File: src/rtl/fifo_fwft_ctrl_pkg.sv
// Shared sizing helpers for the first-word-fall-through FIFO controller.
// Widths are derived from the DEPTH parameter of the instantiating module.
package fifo_fwft_ctrl_pkg;

    localparam int BUF_ENTRIES = 2;

    function automatic int addr_w(input int depth);
        return $clog2(depth);
    endfunction

    // Level counts RAM words plus the in-flight read plus the output buffer.
    function automatic int lvl_w(input int depth);
        return $clog2(depth) + 2;
    endfunction

endpackage

File: src/rtl/fifo_fwft_ctrl_if.sv
// Valid/ready write and read channels of the FWFT FIFO, plus its fill level.
// The producer/consumer side uses master; the FIFO itself uses slave.
interface fifo_fwft_ctrl_if
    import fifo_fwft_ctrl_pkg::*;
#(
    parameter int WIDTH = 32,
    parameter int DEPTH = 16
);
    logic [WIDTH-1:0]          in_data;
    logic                      in_valid;
    logic                      in_ready;
    logic [WIDTH-1:0]          out_data;
    logic                      out_valid;
    logic                      out_ready;
    logic [lvl_w(DEPTH)-1:0]   level;

    modport master (
        output in_data, in_valid, out_ready,
        input  in_ready, out_data, out_valid, level
    );

    modport slave (
        input  in_data, in_valid, out_ready,
        output in_ready, out_data, out_valid, level
    );
endinterface

File: src/rtl/dual_one_clock_wr_first.sv
// One-clock simple dual-port RAM with independent write and registered read ports.
// A read of the address written in the same cycle returns the previous contents.
module dual_one_clock_wr_first
    import fifo_fwft_ctrl_pkg::*;
#(
    parameter int WIDTH = 32,
    parameter int DEPTH = 16
) (
    input  logic                       clk,
    input  logic                       we,
    input  logic [addr_w(DEPTH)-1:0]   wa,
    input  logic [WIDTH-1:0]           wd,
    input  logic                       re,
    input  logic [addr_w(DEPTH)-1:0]   ra,
    output logic [WIDTH-1:0]           q
);
    logic [WIDTH-1:0] mem [DEPTH];

    always_ff @(posedge clk) begin
        if (we) mem[wa] <= wd;
        if (re) q <= mem[ra];
    end
endmodule

File: src/rtl/fifo_fwft_ctrl.sv
// FWFT FIFO controller: RAM pointers and occupancy, read prefetch, and a 2-entry
// output skid buffer that hides the registered RAM read latency.
module fifo_fwft_ctrl
    import fifo_fwft_ctrl_pkg::*;
#(
    parameter int WIDTH = 32,
    parameter int DEPTH = 16
) (
    input  logic            clk,
    input  logic            rst_n,
    input  logic            clr,
    fifo_fwft_ctrl_if.slave bus
);
    localparam int AW = addr_w(DEPTH);
    localparam int CW = AW + 1;
    localparam int LW = lvl_w(DEPTH);
    localparam logic [CW-1:0] CNT_FULL = CW'(DEPTH);

    logic [AW-1:0]    wr_ptr;
    logic [AW-1:0]    rd_ptr;
    logic [CW-1:0]    ram_cnt;
    logic [CW-1:0]    ram_cnt_nxt;
    logic             rdy;

    logic             wr_vld_p0;
    logic [AW-1:0]    wr_addr_p0;
    logic [WIDTH-1:0] wr_data_p0;

    logic             rd_vld_p1;
    logic [WIDTH-1:0] ram_q_p1;

    logic [1:0]       buf_cnt;
    logic [1:0]       buf_after_pop;
    logic [WIDTH-1:0] buf0;
    logic [WIDTH-1:0] buf1;

    logic             wr_acc;
    logic             fetch;
    logic             pop;

    // A pending write still counts in ram_cnt, but is not yet readable; when it is
    // the only word held it sits at rd_ptr, so one extra word is required.
    always_comb begin
        wr_acc        = bus.in_valid & rdy;
        pop           = (buf_cnt != 2'd0) & bus.out_ready;
        buf_after_pop = buf_cnt - {1'b0, pop};
        fetch         = (ram_cnt > {{AW{1'b0}}, wr_vld_p0})
                        && ((buf_after_pop + {1'b0, rd_vld_p1}) < 2'(BUF_ENTRIES));
        ram_cnt_nxt   = ram_cnt + CW'(wr_acc) - CW'(fetch);
    end

    // ---- p0: write port register in front of the RAM ----
    always_ff @(posedge clk) begin
        if (wr_acc) begin
            wr_addr_p0 <= wr_ptr;
            wr_data_p0 <= bus.in_data;
        end
    end

    dual_one_clock_wr_first #(
        .WIDTH (WIDTH),
        .DEPTH (DEPTH)
    ) u_ram (
        .clk (clk),
        .we  (wr_vld_p0),
        .wa  (wr_addr_p0),
        .wd  (wr_data_p0),
        .re  (fetch),
        .ra  (rd_ptr),
        .q   (ram_q_p1)
    );

    // ---- p1: RAM q captured into the output skid buffer ----
    always_ff @(posedge clk or negedge rst_n) begin
        if (!rst_n) begin
            wr_ptr    <= '0;
            rd_ptr    <= '0;
            ram_cnt   <= '0;
            rdy       <= 1'b0;
            wr_vld_p0 <= 1'b0;
            rd_vld_p1 <= 1'b0;
            buf_cnt   <= 2'd0;
            buf0      <= '0;
            buf1      <= '0;
        end else if (clr) begin
            wr_ptr    <= '0;
            rd_ptr    <= '0;
            ram_cnt   <= '0;
            rdy       <= 1'b1;
            wr_vld_p0 <= 1'b0;
            rd_vld_p1 <= 1'b0;
            buf_cnt   <= 2'd0;
            buf0      <= '0;
            buf1      <= '0;
        end else begin
            if (wr_acc) wr_ptr <= wr_ptr + AW'(1);
            if (fetch)  rd_ptr <= rd_ptr + AW'(1);
            ram_cnt   <= ram_cnt_nxt;
            rdy       <= (ram_cnt_nxt < CNT_FULL);
            wr_vld_p0 <= wr_acc;
            rd_vld_p1 <= fetch;
            // A word captured during a pop always lands behind the surviving entry.
            case ({rd_vld_p1, pop})
                2'b01: begin
                    buf0    <= buf1;
                    buf_cnt <= buf_cnt - 2'd1;
                end
                2'b10: begin
                    if (buf_cnt == 2'd0) buf0 <= ram_q_p1;
                    else                 buf1 <= ram_q_p1;
                    buf_cnt <= buf_cnt + 2'd1;
                end
                2'b11: begin
                    if (buf_cnt == 2'd1) begin
                        buf0 <= ram_q_p1;
                    end else begin
                        buf0 <= buf1;
                        buf1 <= ram_q_p1;
                    end
                end
                default: ;
            endcase
        end
    end

    assign bus.in_ready  = rdy;
    assign bus.out_valid = (buf_cnt != 2'd0);
    assign bus.out_data  = buf0;
    assign bus.level     = LW'(ram_cnt) + LW'(rd_vld_p1) + LW'(buf_cnt);

endmodule

File: src/flat_wrapper.sv
// flat-port wrapper written by rule: the top's interface ports become plain ports
module fifo_fwft_ctrl_flat import fifo_fwft_ctrl_pkg::*;
#(
    parameter int WIDTH = 32,
    parameter int DEPTH = 16
)
  (clk, rst_n, clr, bus_in_data, bus_in_valid, bus_out_ready, bus_in_ready, bus_out_data, bus_out_valid, bus_level);
  fifo_fwft_ctrl_if #(.WIDTH(WIDTH), .DEPTH(DEPTH)) bus_i ();
  input  logic clk;
  input  logic rst_n;
  input  logic clr;
  input wire logic [$bits(bus_i.in_data)-1:0] bus_in_data;
  input wire logic [$bits(bus_i.in_valid)-1:0] bus_in_valid;
  input wire logic [$bits(bus_i.out_ready)-1:0] bus_out_ready;
  output wire logic [$bits(bus_i.in_ready)-1:0] bus_in_ready;
  output wire logic [$bits(bus_i.out_data)-1:0] bus_out_data;
  output wire logic [$bits(bus_i.out_valid)-1:0] bus_out_valid;
  output wire logic [$bits(bus_i.level)-1:0] bus_level;
  assign bus_i.in_data = bus_in_data;
  assign bus_i.in_valid = bus_in_valid;
  assign bus_i.out_ready = bus_out_ready;
  assign bus_in_ready = bus_i.in_ready;
  assign bus_out_data = bus_i.out_data;
  assign bus_out_valid = bus_i.out_valid;
  assign bus_level = bus_i.level;
  fifo_fwft_ctrl #(.WIDTH(WIDTH), .DEPTH(DEPTH)) u_core (.clk(clk), .rst_n(rst_n), .clr(clr), .bus(bus_i));
endmodule
File: config.mk
export PLATFORM = sky130hd
export DESIGN_NAME = fifo_fwft_ctrl_flat
export DESIGN_NICKNAME = d
export VERILOG_FILES = /design/src/rtl/fifo_fwft_ctrl_pkg.sv /design/src/rtl/fifo_fwft_ctrl_if.sv /design/src/rtl/dual_one_clock_wr_first.sv /design/src/rtl/fifo_fwft_ctrl.sv /design/src/flat_wrapper.sv
export SDC_FILE = /design/constraint.sdc
export NUM_CORES = 1
export LEC_CHECK = 0
export ABC_AREA = 0
export CORE_UTILIZATION = 57
export CTS_BUF_LIST = sky130_fd_sc_hd__clkbuf_8
export DETAILED_ROUTE_END_ITERATION = 8
export PLACE_DENSITY = 0.77
export SKIP_CTS_REPAIR_TIMING = 1
export SLEW_MARGIN = 20
export SYNTH_ARGS = -nofsm -noshare
export SYNTH_HDL_FRONTEND = slang
export SYNTH_HIERARCHICAL = 1
export SYNTH_SLANG_ARGS = --single-unit
File: constraint.sdc
create_clock -name clk -period 4.3 [get_ports clk]
set_clock_uncertainty 0.05 [all_clocks]
set_input_delay 0.86 -clock clk [delete_from_list [all_inputs] [get_ports clk]]
set_output_delay 0.86 -clock clk [all_outputs]
set_load 0.005 [all_outputs]
==> reports/metrics.csv <==
metric;value;unit
status;complete, no violations;
leakagePower;9.70;nW
multi_input_comb_area;0.00550;mm^2
grt.overflow.total;0;
portBuffers;76;
root_buffer;clkbuf_8;
register_area;0.0195;mm^2
crit_end;bus_level[4];
path_class;flip-flop to output port;
setup_viol;0;
fin_ws;0.657;ns
antenna_found_initial;3;
ys_types;42;
fin_crit;3.64;ns
fillCellCount;2801;
ir_drop;0.000383;V
r2r_start;u_core/buf_cnt[0];
r2r_slack;0.75;ns
critPathArrivalTime;2.73;ns
cts_max_path_buffers;3;
cts.reportedPaths.clkPinSlew;0.06;ns
track_usage;23.8;%
postRouteWirelength;51.4;mm
yosysSeqAreaShare;77.2;%
drive_gt1_share;21.1;%
vias;12600;
fmax;274;MHz
areaGrowthSynthToFinish;14.0;%
hold_viol;0;
setup-tns-final;0;ns
core-area;0.0434;mm^2
gp_congestion;0.742;
synth_area_per_cell;19.6;um^2
die_area;0.0451;mm^2
synth-edff-count;580;
yosys_warnings;6;
required;3.39;ns
fp-row-count;76;
drtIter0Drc;1454;
wl_per_cell;24.5;um
critPathMaxFanout;10;
synth_cells;1284;
grt_pass1_wl;77.2;mm
via_per_inst;5.98;
syn-num-nets;1342;
cts_tree;yes;
crit_path_start_kind;flip-flop;
cts_made_buffers;100;
grt_pass1_vias;12800;
max-cap-violations;0;
slew_headroom;35.7;%
r2r.worst_path.cells;16;
final_cell_mix;edfxtp_1 (580), nand2_1 (141), mux4_2 (128);
drtAntennaViolNets;0;
ys_ff_latch;662;
htreeDepth;3;
initial_utilization;58.1;%
dieHeight;212;um
synth-main-ff-cell;edfxtp_1;
die_w;212;um
ys_async_sr_fraction;12.4;%
io_pins;77;
slew_violations;0;
p_per_area;563;mW/mm^2
fin_crit_sh;84.7;%
synthesis.area;0.0252;mm^2
clock_latency;0.66;ns
crit_path_start;u_core/rd_vld_p1;
hold_class;input pin to asynchronous set/reset pin;
drt_pass1_iterations;5;
layout_commonest_cell;edfxtp_1;
end_kind;output port;
worstMarginPinSlew;0.962;ns
remaining_drc_errors;0;
hold_slack;0.190;ns
rsz0062_at_grt;no;
clock_sinks;662;
reg2reg_to;u_core/bus.in_ready;
pre_cts_ws;0.183;ns
grt_start_max_net_pins;83;
nets;1491;
post-dp-hpwl;28.4;mm
final cells by class:
class	count	share of cell area [%]
multi-input combinational	540	19.2
tap	585	2.55
sequential	662	67.8
clock buffer	103	4.93
antenna	1	0.00871
clock inverter	80	1.62
timing repair buffer	113	3.73
inverter	16	0.209
flip-flops by register name, indices dropped and copies added, names as in the netlist, 4 cells and up:
register	count
u_core/u_ram/mem	512
u_core/ram_cnt	5
u_core/buf1	32
u_core/rd_ptr	4
u_core/bus.out_data	32
u_core/wr_data_p0	32
u_core/wr_addr_p0	4
u_core/wr_ptr	4
u_core/u_ram/q	32
stage by stage:
step	std cells	utilization, %	area, um^2	total power [mW]
floorplan	1284	-	25200	10.5
CTS	2099	66.2	28700	16.3
global placement	1916	61.9	26800	11.4
global route	2099	66.2	28700	16.9
finish	2100	66.3	28700	16.2
detailed placement	1916	61.9	26800	11.5
kinds of logic after synthesis:
kind of cell	synth area share (%)
flip-flops	77.2
AND/OR/NAND/NOR	3.40
multiplexers	12.8
AO/OA/AOI/OAI	3.52
buffers and inverters	1.51
adder cells (fa/ha/maj)	1.13
XOR/XNOR	0.417
critical path, stage by stage (launching register included):
cell and delay [ns]:
dfrtp_1 0.55, inv_1 0.11, fa_1 0.42, inv_1 0.08, fa_1 0.20, nand2_1 0.07, xnor2_1 0.13, clkdlybuf4s50_1 0.51
cells in the mapped netlist, types with 2 or more instances:
master	instances	area, um^2
a21oi_1	36	180
a22oi_1	64	480
buf_1	9	33.8
buf_2	7	35.0
buf_4	11	82.6
buf_6	3	33.8
clkbuf_1	36	135
dfrtp_1	82	2050
edfxtp_1	580	17400
fa_1	3	60.1
ha_1	18	225
inv_1	16	60.1
mux2i_1	33	330
mux4_2	128	2880
nand2_1	141	529
nand2b_1	5	31.3
nand3_1	2	10.0
nand3b_1	3	22.5
nand4_1	2	12.5
nor2_1	29	109
nor2b_1	7	43.8
nor3_1	4	20.0
o21ai_0	35	175
or3_1	2	12.5
xnor2_1	7	61.3
xor2_1	5	43.8
report_power, final:
| group | total [mW] | internal (mW) | switching, mW |
|---|---|---|---|
| registers | 8.28 | 7.75 | 0.530 |
| logic | 3.07 | 1.50 | 1.58 |
| clock network | 4.82 | 2.52 | 2.29 |
| total | 16.2 | 11.8 | 4.40 |
worst min path at each step:
stage | startpoint | endpoint | slack [ns]
global route | rst_n | u_core/bus.out_data[27] | 0.24
detailed placement | u_core/bus.out_data[9] | u_core/bus.out_data[9] | 0.42
global placement | u_core/bus.out_data[21] | u_core/bus.out_data[21] | 0.41
finish | rst_n | u_core/bus.out_data[27] | 0.19
floorplan | u_core/wr_ptr[3] | u_core/wr_addr_p0[3] | 0.39
CTS | rst_n | u_core/bus.out_data[28] | 0.34
per-layer routing:
layer / track usage [%] / vias up / share of wire (%)
li1: - / 5422 / -
met1: 32.6 / 6480 / 40
met2: 38.8 / 565 / 50
met3: 4.52 / 90 / 8.0
met4: 8.26 / 2 / 2.2
met5: 0 / - / 0.025
Note: power is estimated with default switching activity, not from simulation.
